==> src/rtl/cpu_pkg.sv <==
// Shared types and constants for the instruction-fetch front end.
package cpu_pkg;

    localparam int PC_W   = 12;
    localparam int INST_W = 32;

    localparam logic [INST_W-1:0] NOP = 32'h0000_0000;

    // BOOT is a single idle cycle after reset so the IM sees a settled
    // address before the first capture.
    typedef enum logic [1:0] {
        ST_BOOT   = 2'd0,
        ST_RUN    = 2'd1,
        ST_HALTED = 2'd2
    } fetch_state_t;

    // Redirect targets are forced onto a word boundary.
    function automatic logic [PC_W-1:0] word_align(input logic [PC_W-1:0] pc);
        return {pc[PC_W-1:2], 2'b00};
    endfunction

endpackage

==> src/rtl/fetch_sequencer_if.sv <==
// Instruction-memory port and decode handshake of the fetch sequencer.
interface fetch_sequencer_if #(
    parameter int PC_W = 12
);
    logic [PC_W-1:0] im_addr;
    logic [31:0]     im_data;
    logic            inst_valid;
    logic [31:0]     inst;
    logic [PC_W-1:0] inst_pc;
    logic            inst_ready;

    modport master (
        output im_addr,
        input  im_data,
        output inst_valid,
        output inst,
        output inst_pc,
        input  inst_ready
    );

    modport slave (
        input  im_addr,
        output im_data,
        input  inst_valid,
        input  inst,
        input  inst_pc,
        output inst_ready
    );
endinterface

==> src/rtl/fetch_fifo.sv <==
// Prefetch FIFO of {pc, inst} entries. The head is read straight out of
// register storage, so there is no path from the write data to the head.
module fetch_fifo #(
    parameter int PC_W  = 12,
    parameter int DEPTH = 2
) (
    input  logic                       clk,
    input  logic                       rst_n,
    input  logic                       push,
    input  logic                       pop,
    input  logic                       flush,
    input  logic [PC_W-1:0]            push_pc,
    input  logic [31:0]                push_inst,
    output logic                       full,
    output logic [$clog2(DEPTH+1)-1:0] count,
    output logic [PC_W-1:0]            head_pc,
    output logic [31:0]                head_inst
);
    localparam int PTR_W = (DEPTH > 1) ? $clog2(DEPTH) : 1;
    localparam int CNT_W = $clog2(DEPTH + 1);

    logic [PC_W-1:0]  mem_pc   [DEPTH];
    logic [31:0]      mem_inst [DEPTH];
    logic [PTR_W-1:0] rd_ptr;
    logic [PTR_W-1:0] wr_ptr;
    logic [CNT_W-1:0] count_q;

    // Pointers and occupancy; flush discards everything including a same-cycle pop.
    always_ff @(posedge clk or negedge rst_n) begin
        if (!rst_n) begin
            rd_ptr  <= '0;
            wr_ptr  <= '0;
            count_q <= '0;
        end else if (flush) begin
            rd_ptr  <= '0;
            wr_ptr  <= '0;
            count_q <= '0;
        end else begin
            if (push) wr_ptr <= wr_ptr + PTR_W'(1);
            if (pop)  rd_ptr <= rd_ptr + PTR_W'(1);
            count_q <= count_q + CNT_W'(push) - CNT_W'(pop);
        end
    end

    // Entry storage; cleared on reset so the idle head reads as zero.
    always_ff @(posedge clk or negedge rst_n) begin
        if (!rst_n) begin
            for (int i = 0; i < DEPTH; i++) begin
                mem_pc[i]   <= '0;
                mem_inst[i] <= cpu_pkg::NOP;
            end
        end else if (push && !flush) begin
            mem_pc[wr_ptr]   <= push_pc;
            mem_inst[wr_ptr] <= push_inst;
        end
    end

    assign count     = count_q;
    assign full      = (count_q == CNT_W'(DEPTH));
    assign head_pc   = mem_pc[rd_ptr];
    assign head_inst = mem_inst[rd_ptr];

endmodule

==> src/rtl/fetch_sequencer.sv <==
// Instruction-fetch controller: PC register, IM capture into a prefetch
// FIFO, redirect flush and halt/resume sequencing.
//
// state     | meaning
// ----------+-----------------------------------------------
// ST_BOOT   | one idle cycle after reset, redirects ignored
// ST_RUN    | fetching one word per cycle when FIFO has room
// ST_HALTED | no fetch; buffered words still drain to decode
module fetch_sequencer
    import cpu_pkg::*;
#(
    parameter int              PC_W     = cpu_pkg::PC_W,
    parameter logic [PC_W-1:0] RESET_PC = '0,
    parameter int              DEPTH    = 2,
    parameter int              CNT_W    = 16
) (
    input  logic                 clk,
    input  logic                 rst_n,
    fetch_sequencer_if.master    bus,
    input  logic                 redirect_valid,
    input  logic [PC_W-1:0]      redirect_pc,
    input  logic                 halt,
    input  logic                 resume,
    output logic                 halted,
    output logic [CNT_W-1:0]     fetch_cnt
);
    localparam int FCNT_W = $clog2(DEPTH + 1);

    fetch_state_t      state_q;
    fetch_state_t      state_d;
    logic [PC_W-1:0]   fetch_pc;
    logic [CNT_W-1:0]  fetch_cnt_q;
    logic              push;
    logic              pop;
    logic              flush;
    logic              fifo_full;
    logic [FCNT_W-1:0] fifo_count;
    logic [PC_W-1:0]   head_pc;
    logic [31:0]       head_inst;

    assign pop   = bus.inst_valid & bus.inst_ready;
    assign flush = redirect_valid & (state_q != ST_BOOT);
    assign push  = (state_q == ST_RUN) & ~halt & ~redirect_valid & (~fifo_full | pop);

    // State register.
    always_ff @(posedge clk or negedge rst_n) begin
        if (!rst_n) state_q <= ST_BOOT;
        else        state_q <= state_d;
    end

    // Next-state logic; halt dominates a simultaneous resume.
    always_comb begin
        state_d = state_q;
        case (state_q)
            ST_BOOT:   state_d = ST_RUN;
            ST_RUN:    if (halt) state_d = ST_HALTED;
            ST_HALTED: if (resume && !halt) state_d = ST_RUN;
            default:   state_d = ST_BOOT;
        endcase
    end

    // Fetch PC: redirect overrides sequential advance, which wraps naturally.
    always_ff @(posedge clk or negedge rst_n) begin
        if (!rst_n)     fetch_pc <= RESET_PC;
        else if (flush) fetch_pc <= word_align(redirect_pc);
        else if (push)  fetch_pc <= fetch_pc + PC_W'(4);
    end

    // Count of words written into the FIFO since reset.
    always_ff @(posedge clk or negedge rst_n) begin
        if (!rst_n)    fetch_cnt_q <= '0;
        else if (push) fetch_cnt_q <= fetch_cnt_q + CNT_W'(1);
    end

    fetch_fifo #(
        .PC_W  (PC_W),
        .DEPTH (DEPTH)
    ) u_fifo (
        .clk       (clk),
        .rst_n     (rst_n),
        .push      (push),
        .pop       (pop),
        .flush     (flush),
        .push_pc   (fetch_pc),
        .push_inst (bus.im_data),
        .full      (fifo_full),
        .count     (fifo_count),
        .head_pc   (head_pc),
        .head_inst (head_inst)
    );

    assign bus.im_addr    = fetch_pc;
    assign bus.inst_valid = (fifo_count != '0);
    assign bus.inst       = head_inst;
    assign bus.inst_pc    = head_pc;
    assign halted         = (state_q == ST_HALTED);
    assign fetch_cnt      = fetch_cnt_q;

endmodule
==> src/flat_wrapper.sv <==
// flat-port wrapper written by rule: the top's interface ports become plain ports
module fetch_sequencer_flat import cpu_pkg::*;
#(
    parameter int              PC_W     = cpu_pkg::PC_W,
    parameter logic [PC_W-1:0] RESET_PC = '0,
    parameter int              DEPTH    = 2,
    parameter int              CNT_W    = 16
)
  (clk, rst_n, redirect_valid, redirect_pc, halt, resume, halted, fetch_cnt, bus_im_addr, bus_im_data, bus_inst_valid, bus_inst, bus_inst_pc, bus_inst_ready);
  fetch_sequencer_if #(.PC_W(PC_W)) bus_i ();
  input  logic clk;
  input  logic rst_n;
  input  logic redirect_valid;
  input  logic [PC_W-1:0] redirect_pc;
  input  logic halt;
  input  logic resume;
  output logic halted;
  output logic [CNT_W-1:0] fetch_cnt;
  output wire logic [$bits(bus_i.im_addr)-1:0] bus_im_addr;
  input wire logic [$bits(bus_i.im_data)-1:0] bus_im_data;
  output wire logic [$bits(bus_i.inst_valid)-1:0] bus_inst_valid;
  output wire logic [$bits(bus_i.inst)-1:0] bus_inst;
  output wire logic [$bits(bus_i.inst_pc)-1:0] bus_inst_pc;
  input wire logic [$bits(bus_i.inst_ready)-1:0] bus_inst_ready;
  assign bus_im_addr = bus_i.im_addr;
  assign bus_i.im_data = bus_im_data;
  assign bus_inst_valid = bus_i.inst_valid;
  assign bus_inst = bus_i.inst;
  assign bus_inst_pc = bus_i.inst_pc;
  assign bus_i.inst_ready = bus_inst_ready;
  fetch_sequencer #(.PC_W(PC_W), .RESET_PC(RESET_PC), .DEPTH(DEPTH), .CNT_W(CNT_W)) u_core (.clk(clk), .rst_n(rst_n), .bus(bus_i), .redirect_valid(redirect_valid), .redirect_pc(redirect_pc), .halt(halt), .resume(resume), .halted(halted), .fetch_cnt(fetch_cnt));
endmodule
==> config.mk <==
export PLATFORM = sky130hd
export DESIGN_NAME = fetch_sequencer_flat
export DESIGN_NICKNAME = d
export VERILOG_FILES = /design/src/rtl/cpu_pkg.sv /design/src/rtl/fetch_sequencer_if.sv /design/src/rtl/fetch_fifo.sv /design/src/rtl/fetch_sequencer.sv /design/src/flat_wrapper.sv
export SDC_FILE = /design/constraint.sdc
export NUM_CORES = 1
export LEC_CHECK = 0
export ABC_AREA = 0
export ABC_CLOCK_PERIOD_IN_PS = 3150
export CAP_MARGIN = 20
export CORE_UTILIZATION = 43
export DETAILED_ROUTE_END_ITERATION = 8
export HOLD_SLACK_MARGIN = 0.08
export PLACE_DENSITY = 0.73
export SETUP_SLACK_MARGIN = 0.5
export SYNTH_ARGS = -nofsm -noshare
export SYNTH_HDL_FRONTEND = slang
export SYNTH_SLANG_ARGS = --single-unit
==> constraint.sdc <==
create_clock -name clk -period 3.15 [get_ports clk]
set_input_delay 0.63 -clock clk [delete_from_list [all_inputs] [get_ports clk]]
set_output_delay 0.63 -clock clk [all_outputs]
set_load 0.005 [all_outputs]
======== Word level (Yosys, flattened, before mapping) ========
Index checks and enable logic that the tools add are counted.
word-level totals
  output and inout bits ................... 74
  input bits .............................. 50
  register bits after elaboration ......... 122
  logic and storage cells ................. 68
cells by class
  multiplexer cells ....................... 22
  $add $sub $neg .......................... 6
  magnitude comparators ................... 3
  eq/ne operators ......................... 5
  reduce and logical (&&, ||, !) cells .... 11
  bitwise logic cells ..................... 11
operators by type and width
  operator                                                     count
  two-way mux 32 bit                                           4
  two-way mux 12 bit                                           6
  bitwise mux 64 bit                                           1
  demux 32 bit (select 1 bit)                                  1
  bitwise mux 24 bit                                           1
  adder 16 x 1 -> 16 bit (second input constant)               1
  adder 12 x 3 -> 12 bit (second input constant)               1
  demux 12 bit (select 1 bit)                                  1
  nonzero test 2 bit                                           4
  two-way mux 2 bit                                            3
  one-hot mux 2 bit (3 select lines)                           1
  AND 1 bit                                                    5
  equality test 2 bit (second input constant)                  2
  >= comparator 2 bit (second input constant)                  2
  two-way mux 1 bit                                            4
  NOT 1 -> 2 bit                                               2
  logical AND 1 bit                                            3
  NOT 1 bit                                                    3
  adder 1 bit (second input constant)                          2
  adder 2 x 1 -> 2 bit                                         1
  equality test 2 x 1 -> 1 bit (second input constant)         1
  logical NOT 1 bit                                            2
  logical NOT 2 bit                                            1
  less-than comparator 2 x 1 -> 1 bit (second input constant)  1
  5 further kinds                                              5

======== Longest topological paths before layout ========
Gate-level depths: netlist of run 1.
  depth in word-level cells ............... 7
  gate-level depth with buffers ........... 10
  mapped depth without buffers ............ 9

======== Hierarchy ========
From an unflattened synthesis of run 1, not the netlist that was laid out.
unflattened totals
  cells, all modules ...................... 392
  area, all modules ....................... 5521.5 um^2
modules (own cells, without submodules)
  module           cells an instance  instances  area an instance (um^2)  seq. area each (um^2)
  fetch_fifo       251                1          4041.4                   2302.2
  fetch_sequencer  141                1          1480.2                   700.7

======== Worst setup path before layout of run 1 ========
Ideal clock, no wire load.
  path type ............................... input-to-reg
  start ................................... input halt
  end ..................................... register u_core.u_fifo.count_q[1] (netlist: u_core.u_fifo.count[1])
  buffers on the path ..................... 1
  slack ................................... 0.626 ns
  library setup time ...................... 0.132 ns
  stages .................................. 10
  arrival time ............................ 2.393 ns
  cell sequence ........................... or4b_1 -> buf_2 -> nor2_4 -> inv_4 -> ha_1 -> inv_1 -> ha_1 -> xor2_1 -> xnor2_1 -> nor2_1
on the way
  word-level cells in the longest chain between the ends .. 7
RTL lines
  item                       line                   text
  from (decl)                flat_wrapper.sv:15     input logic halt;
  NOT 1 bit                  fetch_sequencer.sv:43  assign push = (state_q == ST_RUN) & ~halt & ~redirect_valid & (~fifo_full | pop);
  AND 1 bit (3 in series)    fetch_sequencer.sv:43
  adder 2 x 1 -> 2 bit       fetch_fifo.sv:41       count_q <= count_q + CNT_W'(push) - CNT_W'(pop);
  subtractor 2 x 1 -> 2 bit  fetch_fifo.sv:41
  two-way mux 2 bit          fetch_fifo.sv:34       end else if (flush) begin
  to (signal assigned)       fetch_fifo.sv:41
  to (decl)                  fetch_fifo.sv:26       logic [CNT_W-1:0] count_q;
No other way between the ends.
A chain may end at the register's enable or synchronous reset.

======== Final worst setup path of run 1 ========
Same ends and word-level chain as after synthesis.

==> results.cfg, run 1 <==
[route]
postRouteAntennaNets = 0
vias = 3464
dr.pass1.iters = 6
wl_per_cell_um = 16.83
routed_wl_mm = 11.19
drt_iter0_drc = 135
viasPerCell = 5.209
drcViolationCount = 11

[placement]
dp_hpwl_mm = 7.290
place_congestion = 0.7752
portBuffers = 117

[clock_tree]
tritoncts = done
cts_buffer_depth = 2
cts_inserted_buffers = 17
clkSinkCount = 116
htree_levels = 4
clock-root-buffer = clkbuf_16
cts.clk_slew.worst_paths_ps = 50
clock_latency_ps = 400

[global_route]
grt_pass1_wl_mm = 18.54
antenna_found_initial = 0
grt_remaining_overflow = 0
grt_util_met1_pct = 23.22
grt_util_met2_pct = 32.51
grt_pass1_vias = 3782
grt_max_degree = 63
globalRouteMet3Util_pct = 5.346
track_usage_pct = 18.99
top_usage_layer = met2

[timing]
final-hold-violation-count = 0
max_freq_mhz = 392.3
rsz0062_at_grt = no
skew_ps = 11.85
tightest_slew_ps = 789.5
hold_ws_ps = 309.4
min_period_over_period_pct = 80.93
finalSetupViolCount = 0
maxSlewViolCount = 0
min_period_ps = 2549
slew_headroom_pct = 47.37
final.setup.tns_ps = 0

[worst_setup_path]
startpoint = halt
cp_top_family = simple AND/OR/NAND/NOR gates
r2r_end = u_core.u_fifo.count[1]
cp_slowest_cell = or4b_4
critPathMaxFanout = 10
critPathKind = primary input to register
crit_path_cell_trace = clkdlybuf4s50_1 -> or4b_4 -> nor2_4 -> inv_4 -> ha_1 -> inv_1 -> ha_1 -> xor2_1 -> xnor2_1 -> nor2_1
max_stage_delay_ps = 600
required_ps = 3400
critical_path_buf_inv_count = 3
start_kind = primary input
cp_common_cell = ha_1
r2r_cells = 9
crit_path_end_kind = register
cp.arrival_ps = 2800
rrSetupSlack_ps = 860
r2r_start = u_core.state_q[1]

[floorplanning]
num_rows = 39
ioPinCount = 124
dieArea_um2 = 12600
core_area_um2 = 11610
fp.dieH_um = 112.2
start_util_pct = 44.99
die_x_um = 112.2

[finish]
drive_above_1_share_pct = 32.95
layout_commonest_cell = mux2_2
final_cell_mix = 124 x mux2_2, 116 x clkdlybuf4s50_1, 115 x dfrtp_1, 18 x clkbuf_16, 17 x xnor2_1
area_delta_synth_final_pct = 37.88
finalNetCount = 567
diodes = 0

[synth]
postSynthCellCount = 384
postSynthAreaPerCell_um2 = 13.61
yosysSeqAreaShare_pct = 55.56
synth-seq-cells = 116
yosysUniqueCellTypes = 38
yosysWarnings = 0
syn_area_um2 = 5225

[power_and_ir_drop]
leakage_nw = 3.096
peakVddDrop_v = 0.0004031
p_per_area_nw_per_um2 = 984.2

[job]
drv_cap = 0

[outcome]
status = complete, but fails checks
violations = design-rule violations

[min_path]
hold_path.class = primary input to async pin
-- through the flow --
step / setup WS (ps) / cells / cell area (µm²) / utilization [%] / total power [mW]
after CTS: 463.0 / 662 / 7161 / 61.66 / 7.127
after detailed placement: 112.1 / 634 / 6586 / 56.71 / 5.222
after global routing: 510.3 / 665 / 7204 / 62.03 / 7.494
after floorplan: 625.7 / 387 / 5236 / - / 3.864
final: 600.8 / 665 / 7204 / 62.03 / 7.090
after global placement: 193.1 / 634 / 6586 / 56.71 / 5.094
-- cell usage after synthesis --
cell type / n / area [µm²]
nor2_2: 1 / 6.260
and4_1: 1 / 8.760
nor3_2: 1 / 10.01
buf_2: 6 / 30.03
nor4_1: 5 / 31.28
nor2_4: 1 / 11.26
a22o_1: 1 / 8.760
nand3_1: 10 / 50.05
xor2_1: 9 / 78.83
ha_1: 4 / 50.05
o21a_1: 1 / 7.510
xnor2_1: 17 / 148.9
or4b_1: 2 / 20.02
o41ai_1: 1 / 8.760
and2_1: 3 / 18.77
or4_1: 1 / 7.510
mux2i_1: 1 / 10.01
nor3b_2: 1 / 12.51
nand2b_1: 1 / 6.260
nor2_1: 9 / 33.78
nor3_1: 4 / 20.02
a31oi_1: 1 / 6.260
clkbuf_1: 7 / 26.28
buf_4: 8 / 60.06
o21ai_0: 11 / 55.05
nor4b_1: 1 / 8.760
and3_1: 1 / 6.260
mux2_1: 3 / 33.78
o22ai_1: 1 / 6.260
or3b_2: 1 / 8.760
or2_2: 1 / 6.260
mux2_2: 124 / 1396
inv_4: 1 / 6.260
dfrtp_1: 116 / 2903
conb_1: 1 / 3.750
inv_1: 4 / 15.01
nand2_1: 16 / 60.06
nand4_1: 7 / 43.79
-- layout make-up --
class / count / area [µm²]
clock inverters: 4 / 72.57
well taps: 143 / 178.9
clock buffers: 24 / 501.7
repair buffers: 128 / 1319
flip-flops and latches: 116 / 2904
inverters: 5 / 21.27
fillers: 919 / 4409
multi-input cells: 245 / 2207
-- cells by family (layout without fill, tap and decap cells) --
kind of cell	count (synthesis)	count (layout)	synth area share (%)
multiplexers	128	128	27.56
flip-flops	116	116	55.56
AND/OR/NAND/NOR	67	67	7.089
XOR/XNOR	26	26	4.358
buffers and inverters	26	161	2.634
AO/OA/AOI/OAI	16	16	1.772
adder cells (fa/ha/maj)	4	4	0.9579
other	1	4	0.07177
-- worst max-delay path by stage --
stage | slack, ps | depth (start not counted) | endpoint
floorplan | 630 | 10 | u_core.u_fifo.count[1]
global placement | 190 | 10 | u_core.u_fifo.count[1]
detailed placement | 110 | 10 | u_core.u_fifo.count[1]
CTS | 460 | 3 | bus_inst_pc[10]
global route | 510 | 10 | u_core.u_fifo.count[1]
finish | 600 | 10 | u_core.u_fifo.count[1]
-- report_power, final --
group	switching [mW]	leakage, nW	total [mW]	internal (mW)
Sequential	0.448	1.46	2.59	2.14
Clock	0.617	0.280	1.87	1.25
Combinational	0.862	1.36	2.63	1.77
Total	1.93	3.10	7.09	5.16
-- state kept, by name, summed over array words and instances (netlist names) --
signal / cells
u_core.state_q: 2
u_core.u_fifo.count: 2
u_core.u_fifo.rd_ptr: 1
u_core.u_fifo.wr_ptr: 1
u_core.u_fifo.mem_pc: 20
u_core.u_fifo.mem_inst: 64
u_core.fetch_cnt: 16
u_core.bus.im_addr: 10
-- per-layer routing --
metal  vias to the layer above  part of all wire [%]
met4                         0                  0.98
li1                       1615                     -
met5                         -                     0
met1                      1737                    43
met3                        11                   5.7
met2                       101                    50
-- repair_timing --
item                       in CTS  in global routing
hold endpoints to repair        0                  0
gates resized for setup         0                  1
hold buffers                    0                  0
cloned                          0                  1
setup endpoints to repair      18                 38
setup buffers                   0                  2
Power figures use the tool's default switching activity.
==> inputs of run 2 (changes only) <==
- ABC_CLOCK_PERIOD_IN_PS: 3150 -> 2100
- PLACE_DENSITY: 0.73 -> 0.75
- clock period: 3.15 -> 2.1 ns (I/O delays scaled with it)
==> results.cfg, run 2 (synthesis gave the netlist of run 1 again) <==
[finish]
finalNetCount = 638
regMostFlops = u_core.u_fifo.mem_inst
layout_commonest_cell = dfrtp_1
area_delta_synth_final_pct = 66.07
final_cell_mix = 107 x dfrtp_1, 74 x mux2_4, 53 x mux2_2, 46 x clkdlybuf4s50_1, 46 x buf_6
diodes = 0
final_area_um2 = 8677
largest_reg_flops = 64
drive_above_1_share_pct = 54.79

[power_and_ir_drop]
sw_frac_of_total_pct = 28.56
p_total_mw = 12.80
combinationalPowerShare_pct = 46.0
p_seq_share_pct = 30.2
leakage_nw = 4.114
power_frac_clock_pct = 23.8
peakVddDrop_v = 0.0006918
p_per_area_nw_per_um2 = 1475
switching_power_mw = 3.656
power.internal_mw = 9.144

[worst_setup_path]
r2r_cells = 7
crit_path_cell_trace = or4b_4 -> nor2_4 -> buf_4 -> buf_8 -> nand2_8 -> clkbuf_16 -> mux2_2
cp.arrival_ps = 2400
start_kind = register
r2r_end = u_core.u_fifo.mem_inst[21]
crit_path_end_kind = register
crit_end = u_core.u_fifo.mem_inst[21]
critical_path_buf_inv_count = 3
max_stage_delay_ps = 570
startpoint = u_core.state_q[1]
rrSetupSlack_ps = -20
cp_slowest_cell = or4b_4
critPathMaxFanout = 8
r2r_start = u_core.state_q[1]
required_ps = 2380
critPathKind = register to register
cp_top_family = simple AND/OR/NAND/NOR gates
cp.depth = 7

[floorplanning]
start_util_pct = 44.99
num_rows = 39
fp.dieH_um = 112.2
ioPinCount = 124
die_x_um = 112.2
core_area_um2 = 11610
dieArea_um2 = 12600

[timing]
finalSetupViolCount = 18
tightest_slew_ps = 530.3
finalWorstSetupSlack_ps = -20.30
min_period_ps = 2120
max_freq_mhz = 471.6
final-hold-violation-count = 0
min_period_over_period_pct = 101.0
skew_ps = 9.545
rsz0062_at_grt = yes
maxSlewViolCount = 0
slew_headroom_pct = 64.28

[route]
wl_per_cell_um = 20.22
routed_wl_mm = 14.92
vias = 3917
postRouteAntennaNets = 0
drcViolationCount = 9
drt_iter0_drc = 163
viasPerCell = 5.308
dr.pass1.iters = 6

[clock_tree]
clock_latency_ps = 410
cts.clk_slew.worst_paths_ps = 60
tritoncts = done
htree_levels = 4
clock-root-buffer = clkbuf_16
clkSinkCount = 116
cts_inserted_buffers = 17
cts_buffer_depth = 2

[global_route]
grt_pass1_vias = 4090
grt_max_degree = 36
grt_remaining_overflow = 0
antenna_found_initial = 0
grt_pass1_wl_mm = 21.18
track_usage_pct = 21.87

[min_path]
hold_path_depth = 1
hold_path.class = register to register

[placement]
portBuffers = 117
placed_cell_area_um2 = 6758
place_congestion = 0.8002
dp_hpwl_mm = 7.785

[job]
drv_cap = 0

[outcome]
violations = design-rule violations, negative setup slack
status = complete, but fails checks
## run 2: changes by cell type in the layout (fill, tap and decap cells not counted), moves of 7 or more
cell,delta
buf_6,+46
mux2_4,+74
clkdlybuf4s50_1,-70
dfrtp_2,+8
buf_16,+7
dlygate4sd2_1,+25
dfrtp_1,-8
mux2_2,-71
buf_12,+7
buf_4,+35
buf_2,+8
## run 2: how the worst min path moves through the flow
stage / from / end / slack [ps]
2_1_floorplan: rst_n / u_core.bus.im_addr[10] / 120
3_3_place_gp: rst_n / u_core.u_fifo.mem_inst[45] / 410
3_5_place_dp: rst_n / u_core.u_fifo.mem_inst[45] / 420
4_1_cts: u_core.fetch_cnt[15] / u_core.fetch_cnt[15] / 460
5_1_grt: u_core.fetch_cnt[15] / u_core.fetch_cnt[15] / 490
6_report: u_core.fetch_cnt[15] / u_core.fetch_cnt[15] / 460
## run 2: layout make-up
type | count | area (µm²)
clock buffer | 20 | 466.7
clock inverter | 10 | 155.1
fill | 746 | 2937
inverter | 5 | 23.77
multi-input combinational | 245 | 2703
sequential | 116 | 2914
tap | 143 | 178.9
timing repair buffer | 199 | 2236
## run 2: power by group through the flow
stage | logic, mW | clock network [mW] | registers, mW
finish | 5.89 | 3.05 | 3.86
detailed placement | 4.06 | 0 | 3.90
global route | 6.26 | 3.19 | 3.97
floorplan | 2.13 | 0 | 3.71
CTS | 4.61 | 3.08 | 3.76
global placement | 4.00 | 0 | 3.81
## run 2: worst reg2reg max path, stage by stage, from the launching register on
cell and delay [ps]:
dfrtp_1 380, or4b_4 570, nor2_4 170, buf_4 140, buf_8 130, nand2_8 120, clkbuf_16 210, mux2_2 280
## run 2: per-stage QoR
step | instances | util, % | hold WS, ps | setup TNS (ps) | worst slack [ps]
3_5_place_dp | 647 | 58.19 | 416.8 | -42500 | -568.0
3_3_place_gp | 647 | 58.19 | 410.3 | -38930 | -499.0
4_1_cts | 723 | 68.06 | 463.4 | 0 | 9.965
6_report | 738 | 74.71 | 458.0 | -142.9 | -20.30
5_1_grt | 738 | 74.71 | 490.3 | -2367 | -77.63
2_1_floorplan | 387 | - | 124.4 | -3861 | -159.0
## run 2: what timing repair did
action,CTS,global route
setup endpoints to repair,182,160
pin swaps,12,8
setup buffers,39,5
gates resized for setup,258,117
endpoints found under the hold margin,31,0
hold buffers,1,0
gates cloned,6,10
## run 2: layer usage
layer	track usage [%]	up-vias	wire [µm]
met5	0	-	0
met4	5.778	0	247
met1	27.61	2027	6298
met3	5.940	21	736
met2	37.23	115	7637
li1	-	1754	-
